===== src/rtl/ssd_counter_ctrl.sv =====
// Hex counter control for a seven-segment digit: debounced run/clear buttons, IDLE/RUN/PAUSE FSM, up/down count.
// A press acts DEBOUNCE+4 cycles after the raw edge; no backpressure, all outputs are free-running flops.
module ssd_counter_ctrl #(
  parameter int PRESCALE = 1000,
  parameter int DEBOUNCE = 16
) (
  input  logic       clk_i,
  input  logic       rst_ni,
  input  logic       btn_run_i,
  input  logic       btn_clr_i,
  input  logic       dir_i,
  input  logic       load_en_i,
  input  logic [3:0] load_val_i,
  output logic [3:0] digit_o,
  output logic       idle_o,
  output logic       running_o,
  output logic       wrap_o
);

  localparam int PSW = (PRESCALE > 1) ? $clog2(PRESCALE) : 1;
  localparam int DBW = $clog2(DEBOUNCE + 1);
  localparam logic [PSW-1:0] PS_LAST = PSW'(PRESCALE - 1);
  localparam logic [DBW-1:0] DB_LAST = DBW'(DEBOUNCE - 1);

  typedef enum logic [1:0] {
    ST_IDLE  = 2'd0,
    ST_RUN   = 2'd1,
    ST_PAUSE = 2'd2
  } state_t;

  // Bit 0 is the run button, bit 1 the clear button.
  logic [1:0]          btn_raw;
  logic [1:0]          sync1;
  logic [1:0]          sync2;
  logic [1:0]          db_lvl;
  logic [1:0]          db_prev;
  logic [1:0]          press;
  logic [1:0][DBW-1:0] db_cnt;

  logic                run_press;
  logic                clr_press;

  state_t              state_q;
  state_t              state_d;
  logic [PSW-1:0]      presc_q;
  logic [PSW-1:0]      presc_d;
  logic [3:0]          digit_d;
  logic                wrap_d;
  logic                step;

  assign btn_raw   = {btn_clr_i, btn_run_i};
  assign run_press = press[0];
  assign clr_press = press[1];

  always_ff @(posedge clk_i or negedge rst_ni) begin
    if (!rst_ni) begin
      sync1 <= '0;
      sync2 <= '0;
    end else begin
      sync1 <= btn_raw;
      sync2 <= sync1;
    end
  end

  // The level flips only after DEBOUNCE consecutive disagreeing cycles; one agreeing cycle restarts the count.
  always_ff @(posedge clk_i or negedge rst_ni) begin
    if (!rst_ni) begin
      db_lvl  <= '0;
      db_prev <= '0;
      press   <= '0;
      db_cnt  <= '0;
    end else begin
      db_prev <= db_lvl;
      press   <= db_lvl & ~db_prev;
      for (int i = 0; i < 2; i++) begin
        if (sync2[i] == db_lvl[i]) begin
          db_cnt[i] <= '0;
        end else if (db_cnt[i] == DB_LAST) begin
          db_cnt[i] <= '0;
          db_lvl[i] <= sync2[i];
        end else begin
          db_cnt[i] <= db_cnt[i] + DBW'(1);
        end
      end
    end
  end

  always_comb begin
    state_d = state_q;
    presc_d = presc_q;
    digit_d = digit_o;
    wrap_d  = 1'b0;
    step    = 1'b0;

    // Counting uses the current state, so the cycle a pause press lands still counts.
    if (state_q == ST_RUN) begin
      if (presc_q == PS_LAST) begin
        presc_d = '0;
        step    = 1'b1;
      end else begin
        presc_d = presc_q + PSW'(1);
      end
    end

    if (step) begin
      if (dir_i) begin
        digit_d = digit_o + 4'd1;
        wrap_d  = (digit_o == 4'hf);
      end else begin
        digit_d = digit_o - 4'd1;
        wrap_d  = (digit_o == 4'h0);
      end
    end else if (load_en_i && (state_q != ST_RUN)) begin
      digit_d = load_val_i;
    end

    if (run_press) begin
      case (state_q)
        ST_IDLE: begin
          state_d = ST_RUN;
          presc_d = '0;
        end
        ST_RUN:   state_d = ST_PAUSE;
        ST_PAUSE: state_d = ST_RUN;
        default:  state_d = ST_IDLE;
      endcase
    end

    if (clr_press) begin
      state_d = ST_IDLE;
      presc_d = '0;
      digit_d = '0;
      wrap_d  = 1'b0;
    end
  end

  always_ff @(posedge clk_i or negedge rst_ni) begin
    if (!rst_ni) begin
      state_q   <= ST_IDLE;
      presc_q   <= '0;
      digit_o   <= '0;
      wrap_o    <= 1'b0;
      idle_o    <= 1'b1;
      running_o <= 1'b0;
    end else begin
      state_q   <= state_d;
      presc_q   <= presc_d;
      digit_o   <= digit_d;
      wrap_o    <= wrap_d;
      idle_o    <= (state_d == ST_IDLE);
      running_o <= (state_d == ST_RUN);
    end
  end

endmodule

===== config.mk =====
export PLATFORM = sky130hd
export DESIGN_NAME = ssd_counter_ctrl
export DESIGN_NICKNAME = d
export VERILOG_FILES = /design/src/rtl/ssd_counter_ctrl.sv
export SDC_FILE = /design/constraint.sdc
export NUM_CORES = 1
export LEC_CHECK = 0
export CELL_PAD_IN_SITES_DETAIL_PLACEMENT = 1
export CELL_PAD_IN_SITES_GLOBAL_PLACEMENT = 1
export CORE_AREA = 5 5 62 119
export DETAILED_ROUTE_END_ITERATION = 6
export DIE_AREA = 0 0 67 124
export GPL_ROUTABILITY_DRIVEN = 1
export GPL_TIMING_DRIVEN = 0
export HOLD_SLACK_MARGIN = 0.06
export PLACE_DENSITY_LB_ADDON = 0.08
export SYNTH_ARGS = -nofsm -noshare
export SYNTH_HDL_FRONTEND = slang
export SYNTH_SLANG_ARGS = --single-unit

===== constraint.sdc =====
create_clock -name clk_i -period 3.3 [get_ports clk_i]
set_input_delay 0.66 -clock clk_i [delete_from_list [all_inputs] [get_ports clk_i]]
set_output_delay 0.66 -clock clk_i [all_outputs]
set_load 0.005 [all_outputs]

# Word-level counts from Yosys, hierarchy flattened
# Cells that the tools add are included.
[totals]
regBits = 39
inputBits = 10
out_inout_bits = 7
elab_cells = 62
[op_classes]
addsub = 5
eq_ne = 10
n_mux = 21
n_bitwise = 4
reduce_logical = 8
[ops]
columns = ["op", "n"]
rows = [
  ["10-bit two-way mux", 5],
  ["5-bit two-way mux", 4],
  ["4-bit two-way mux", 4],
  ["10-bit by 1-bit adder with 10-bit output, second input constant", 1],
  ["5-bit by 1-bit adder with 5-bit output, second input constant", 2],
  ["10-bit equality test, second input constant", 1],
  ["5-bit by 4-bit equality test with 1-bit output, second input constant", 2],
  ["1-bit two-way mux", 5],
  ["4-bit by 1-bit adder with 4-bit output, second input constant", 1],
  ["2-bit by 1-bit equality test with 1-bit output, second input constant", 2],
  ["4-bit equality test, second input constant", 1],
  ["2-bit zero test", 2],
  ["4-bit zero test", 1],
  ["2-bit two-way mux", 2],
  ["2-bit case mux with 2 select lines", 1],
  ["2-bit AND reduction", 2],
  ["4-bit by 1-bit subtractor with 4-bit output, second input constant", 1],
  ["3-bit nonzero test", 1],
  ["2-bit AND", 1],
  ["1-bit equality test", 2],
  ["2-bit equality test, second input constant", 1],
  ["2-bit by 1-bit inequality test with 1-bit output, second input constant", 1],
  ["1-bit NOT", 2],
  ["2-bit NOT", 1],
  ["2 further kinds", 2],
]

# Logic depth before layout (Yosys ltp)
# Gate-level depths: netlist of the first run.
[depth]
word_depth = 6
ltp_mapped = 6
depth_no_buf = 6

# Worst setup path after synthesis of the first run
# Ideal clock, no wire load.
[synth_path]
path_type = "input -> register"
startpoint = "input port dir_i"
endpoint = "register digit_o[3]"
setup_time_ns = 0.119
arrival_time_ns = 1.543
required_time_ns = 3.181
slack_ns = 1.638
stages = 6
path_buffers = 0
path_cell_list = "inv_1 > ha_1 > a21o_1 > a21oi_1 > xnor2_1 > o21a_1"
[synth_between]
elab_chain_len = 3
[synth_rtl]
columns = ["item", "line", "rtl"]
rows = [
  ["from (decl)", "11", "input logic dir_i,"],
  ["4-bit two-way mux", "106", "if (dir_i) begin"],
  ["4-bit two-way mux", "105", "if (step) begin"],
  ["4-bit two-way mux", "129", "if (clr_press) begin"],
  ["to (signal assigned)", "148", "digit_o <= digit_d;"],
  ["to (decl)", "14", "output logic [3:0] digit_o,"],
]
# No other way between the ends.
# A chain may end at the register's enable or synchronous reset.

# Worst setup path after layout of the first run
# Ends and elaborated chain as after synthesis.

==> results by group, run 1 <==
Drt
  – DR vias/cell: roughly 4.5
  – Average wire per cell in the routed design: between 10 and 15 um
  – Drt first-iter violations: 22
  – Post-route ant nets: 0
  – Drt first pass iters: 3
  – Vias: between 1000 and 1500
  – Total Wirelength: 3.58 mm
  – # DRC: 0

Pwr
  – Combinational group share of total power: roughly 7.0%
  – Int Pwr: between 0.0009 and 0.001 W
  – Cell Pwr Density: roughly 560 nW/um^2
  – Sw power: 0.000239 W
  – Power Total: 0.00121 W
  – Sequential share of power: a little over two fifths
  – Switching part of the total: between 15 and 20%
  – Clk pwr share: between 50% and 60%
  – Leakage: 1.04 nW
  – Maximum VDD drop: roughly 0.28 mV

Clock tree
  – Root buffer cell: clkbuf_16
  – Longest Clk Path Bufs: 2
  – Worst-path clk slew: approximately 60 ps
  – Post-CTS Setup Bufs: 0
  – H-tree Lvls: 2
  – Post-cts resize count: 0
  – Clock latency on the worst-skew pair: approximately 280 ps
  – Clock sinks: 39
  – TritonCTS clock tree: done
  – Hold_buf cts: 0
  – Number of CTS-inserted buffers: 5

Floorplan
  – Initial Utilization: between 20% and 30%
  – Site Rows: 41
  – Core footprint: roughly 6300 sq um
  – Height of the die: roughly 120 um
  – Total die area: 8310 sq um
  – # IOs: 17
  – Die width: between 60 and 70 um

Timing
  – Worst Hold Slack: 347 ps
  – Worst slew pin tran: 859 ps
  – Fin crit period: a little over 2000 ps
  – Clk_skew: between 6 and 7 ps
  – Pins Over Slew Limit: 0
  – Unrepaired setup endpoints after global routing: no
  – Hold Violations, Final: 0
  – Rel. slew slack: 42.7%
  – Ratio of final minimum period to clock period: between 60 and 70%
  – Fmax: 0.486 GHz
  – Fin Setup TNS: 0 ps
  – Final setup violating endpoints: 0

Finish
  – Layout cells sized above 1: under 10%
  – Fin cells: between 200 and 300
  – # diodes: 0
  – Final core occ: between 30% and 40%
  – Nets: around 190
  – Area growth, synth to finish: 26.2%

Job
  – Max Cap Viol: 0

Synthesis
  – Average size of a mapped cell: 11.6 sq um
  – Syn Inst Count: 148
  – Register area share after synthesis: 56.7%
  – Yosys cell types: 35
  – Ys Warns: 0
  – Mapped Area: between 1500 and 2000 sq um
  – Syn nets: about 160
  – Synth Register Bits: 39

Setup path
  – CP Buf/Inv Count: 2
  – CP Capture Type: flop
  – Slowest cell on crit path: clkdlybuf4s50_1
  – CP Max Fanout: 4
  – CP Launch Type: primary input
  – CP Cell Sequence: clkdlybuf4s50_1, inv_1, ha_1, a21o_1, a21oi_1, xnor2_1, o21a_1
  – CP max stage delay: 540 ps
  – CP Data Required Time: 3470 ps
  – Worst Path Arrival: approximately 2200 ps
  – WS Path Type: primary input to flop
  – Kind of cell adding the most delay to the critical path: buffers and inverters

Placed design
  – GPL Wtd Cong: about 0.67
  – Placed insts: between 200 and 300
  – Post-DP HPWL: 2.81 mm
  – IO buf count: 16

Outcome
  – Status: finished clean

Hold path
  – Hold crit path type: flop to flop

GRT
  – First-pass GRT wire length: about 6.0 mm
  – Number of global-route vias before repair: approximately 1300
  – Total GRT Usage: 10.1%
  – Initial antenna violation count: 0
  – Largest net degree at the start of global routing: 40
  – GR Overflow Total: 0
## cells by family (layout without fill, tap and decap cells)
family / Yosys count / after routing / synth area share (%)
buffers and inverters: 5 / 29 / 1.16
and+or+nand+nor: 61 / 61 / 19.4
xor gates and xnor gates: 19 / 19 / 9.66
DFF: 39 / 39 / 56.7
muxes: 6 / 6 / 3.63
adders and majority gates: 6 / 6 / 4.79
AOI/OAI and AO/OA: 12 / 12 / 4.65
## worst register-to-register path, cell delays in order, from the launching register on
cell      delay (ps)
dfrtp_1          370
ha_1             180
and4b_2          320
nand4_4          210
nand2b_1         120
buf_2            190
nor2_1            70
## power groups by stage
stage               logic [W]  clock network [W]  registers, W
finish              0.0000850           0.000615      0.000515
detailed placement  0.0000874                  0      0.000524
CTS                 0.0000882           0.000633      0.000516
global route        0.0000954           0.000658      0.000518
floorplan           0.0000442                  0      0.000520
global placement    0.0000846                  0      0.000523
## cell usage in the layout, fill, tap and decap left out, drive strengths merged
cell,n
a211oi,3
and4b,2
a21oi,2
nand3b,2
clkbuf,7
and3,3
nand2b,3
nand3,7
dfstp,1
mux2,2
buf,2
ha,5
nand2,3
a31oi,2
nor2b,2
and4,1
o21a,1
bufinv,2
a21bo,1
o21ai,2
nor2,24
xor2,16
nor3,2
fa,1
inv,3
dfrtp,38
mux2i,4
a21o,1
or2,1
nand4,4
nor3b,1
xnor2,3
or4,1
and2,5
clkdlybuf4s50,15
## cell type report
cell class                      instances  area [sq um]
Clock buffer                            6           129
Sequential cell                        39           977
Multi-Input combinational cell        104           726
Inverter                                3          11.3
Clock inverter                          2          60.1
Tap cell                               86           108
Timing Repair Buffer                   16           155
Buffer                                  2          8.76
Fill cell                             696          4140
## metal layers
metal	up-vias	track usage [%]	part of all wire [%]
li1	547	-	-
met1	578	8.26	33
met2	19	20.0	60
met3	7	2.62	3.7
met4	0	6.10	2.9
met5	-	0	0
## path summary, 6_finish.rpt
| path | slack [ps] | end | startpoint | cells past startpoint |
|---|---|---|---|---|
| min | 350 | sync2[0] | sync1[0] | 0 |
| max in group asynchronous | 2270 | presc_q[0] | rst_ni | 1 |
| max | 1240 | digit_o[3] | dir_i | 7 |
| min reg2reg | 350 | sync2[0] | sync1[0] | 0 |
| max reg2reg | 1730 | presc_q[7] | presc_q[1] | 6 |
| min in group asynchronous | 490 | digit_o[2] | rst_ni | 1 |
## through the flow
step / setup WS, ps / cell area (sq um)
6_report: 1240 / 2170
5_1_grt: 1180 / 2170
4_1_cts: 1220 / 2170
3_5_place_dp: 931 / 1990
3_3_place_gp: 621 / 1990
2_1_floorplan: 1640 / 1720
## Yosys cell counts
| library cell | count | area [sq um] |
|---|---|---|
| nand4_4 | 1 | 21.3 |
| or2_1 | 1 | 6.26 |
| nor3_1 | 2 | 10.0 |
| nor2_1 | 24 | 90.1 |
| a211oi_1 | 3 | 22.5 |
| a31oi_1 | 2 | 12.5 |
| and3_1 | 3 | 18.8 |
| nand2b_1 | 3 | 18.8 |
| o21a_1 | 1 | 7.51 |
| inv_1 | 3 | 11.3 |
| o21ai_0 | 2 | 10.0 |
| dfrtp_1 | 38 | 951 |
| clkbuf_1 | 1 | 3.75 |
| buf_2 | 1 | 5.00 |
| nor3b_1 | 1 | 7.51 |
| nand2_1 | 3 | 11.3 |
| a21oi_1 | 2 | 10.0 |
| xor2_1 | 16 | 140 |
| and2_1 | 5 | 31.3 |
| fa_1 | 1 | 20.0 |
| nor2b_1 | 2 | 12.5 |
| a21bo_2 | 1 | 10.0 |
| mux2i_1 | 4 | 40.0 |
| xnor2_1 | 3 | 26.3 |
| nand3_1 | 7 | 35.0 |
| ha_1 | 5 | 62.6 |
| or4_1 | 1 | 7.51 |
| and4b_1 | 1 | 10.0 |
| mux2_2 | 2 | 22.5 |
| a21o_1 | 1 | 7.51 |
| and4b_2 | 1 | 11.3 |
| dfstp_2 | 1 | 26.3 |
| and4_1 | 1 | 8.76 |
| nand4_1 | 3 | 18.8 |
| nand3b_1 | 2 | 15.0 |
## sequential cells by signal (all words and copies together) (netlist names)
register,count
db_cnt,10
db_lvl,2
db_prev,2
digit_o,4
idle_o,1
presc_q,10
press,2
running_o,1
state_q,2
sync1,2
sync2,2
wrap_o,1
No activity file was read; power rests on OpenSTA's default activity.
==> run 2: changes to the inputs <==
==> constraint.sdc (replaced) <==
create_clock -name clk_i -period 1.88 [get_ports clk_i]
set_input_delay 0.376 -clock clk_i [delete_from_list [all_inputs] [get_ports clk_i]]
set_output_delay 0.376 -clock clk_i [all_outputs]
set_load 0.005 [all_outputs]
==> results of run 2 <==
Same layout as run 1 (identical final DEF). Status: finished clean.
Main changes from that run: setup slack after placement 931 ps -> -205 ps; setup slack after layout 1240 ps -> 107 ps; hold slack 347 ps -> 202 ps; register-to-register setup slack 1730 ps -> 310 ps; total power 0.00121 W -> 0.00213 W; worst IR drop on VDD 0.277 mV -> 0.486 mV
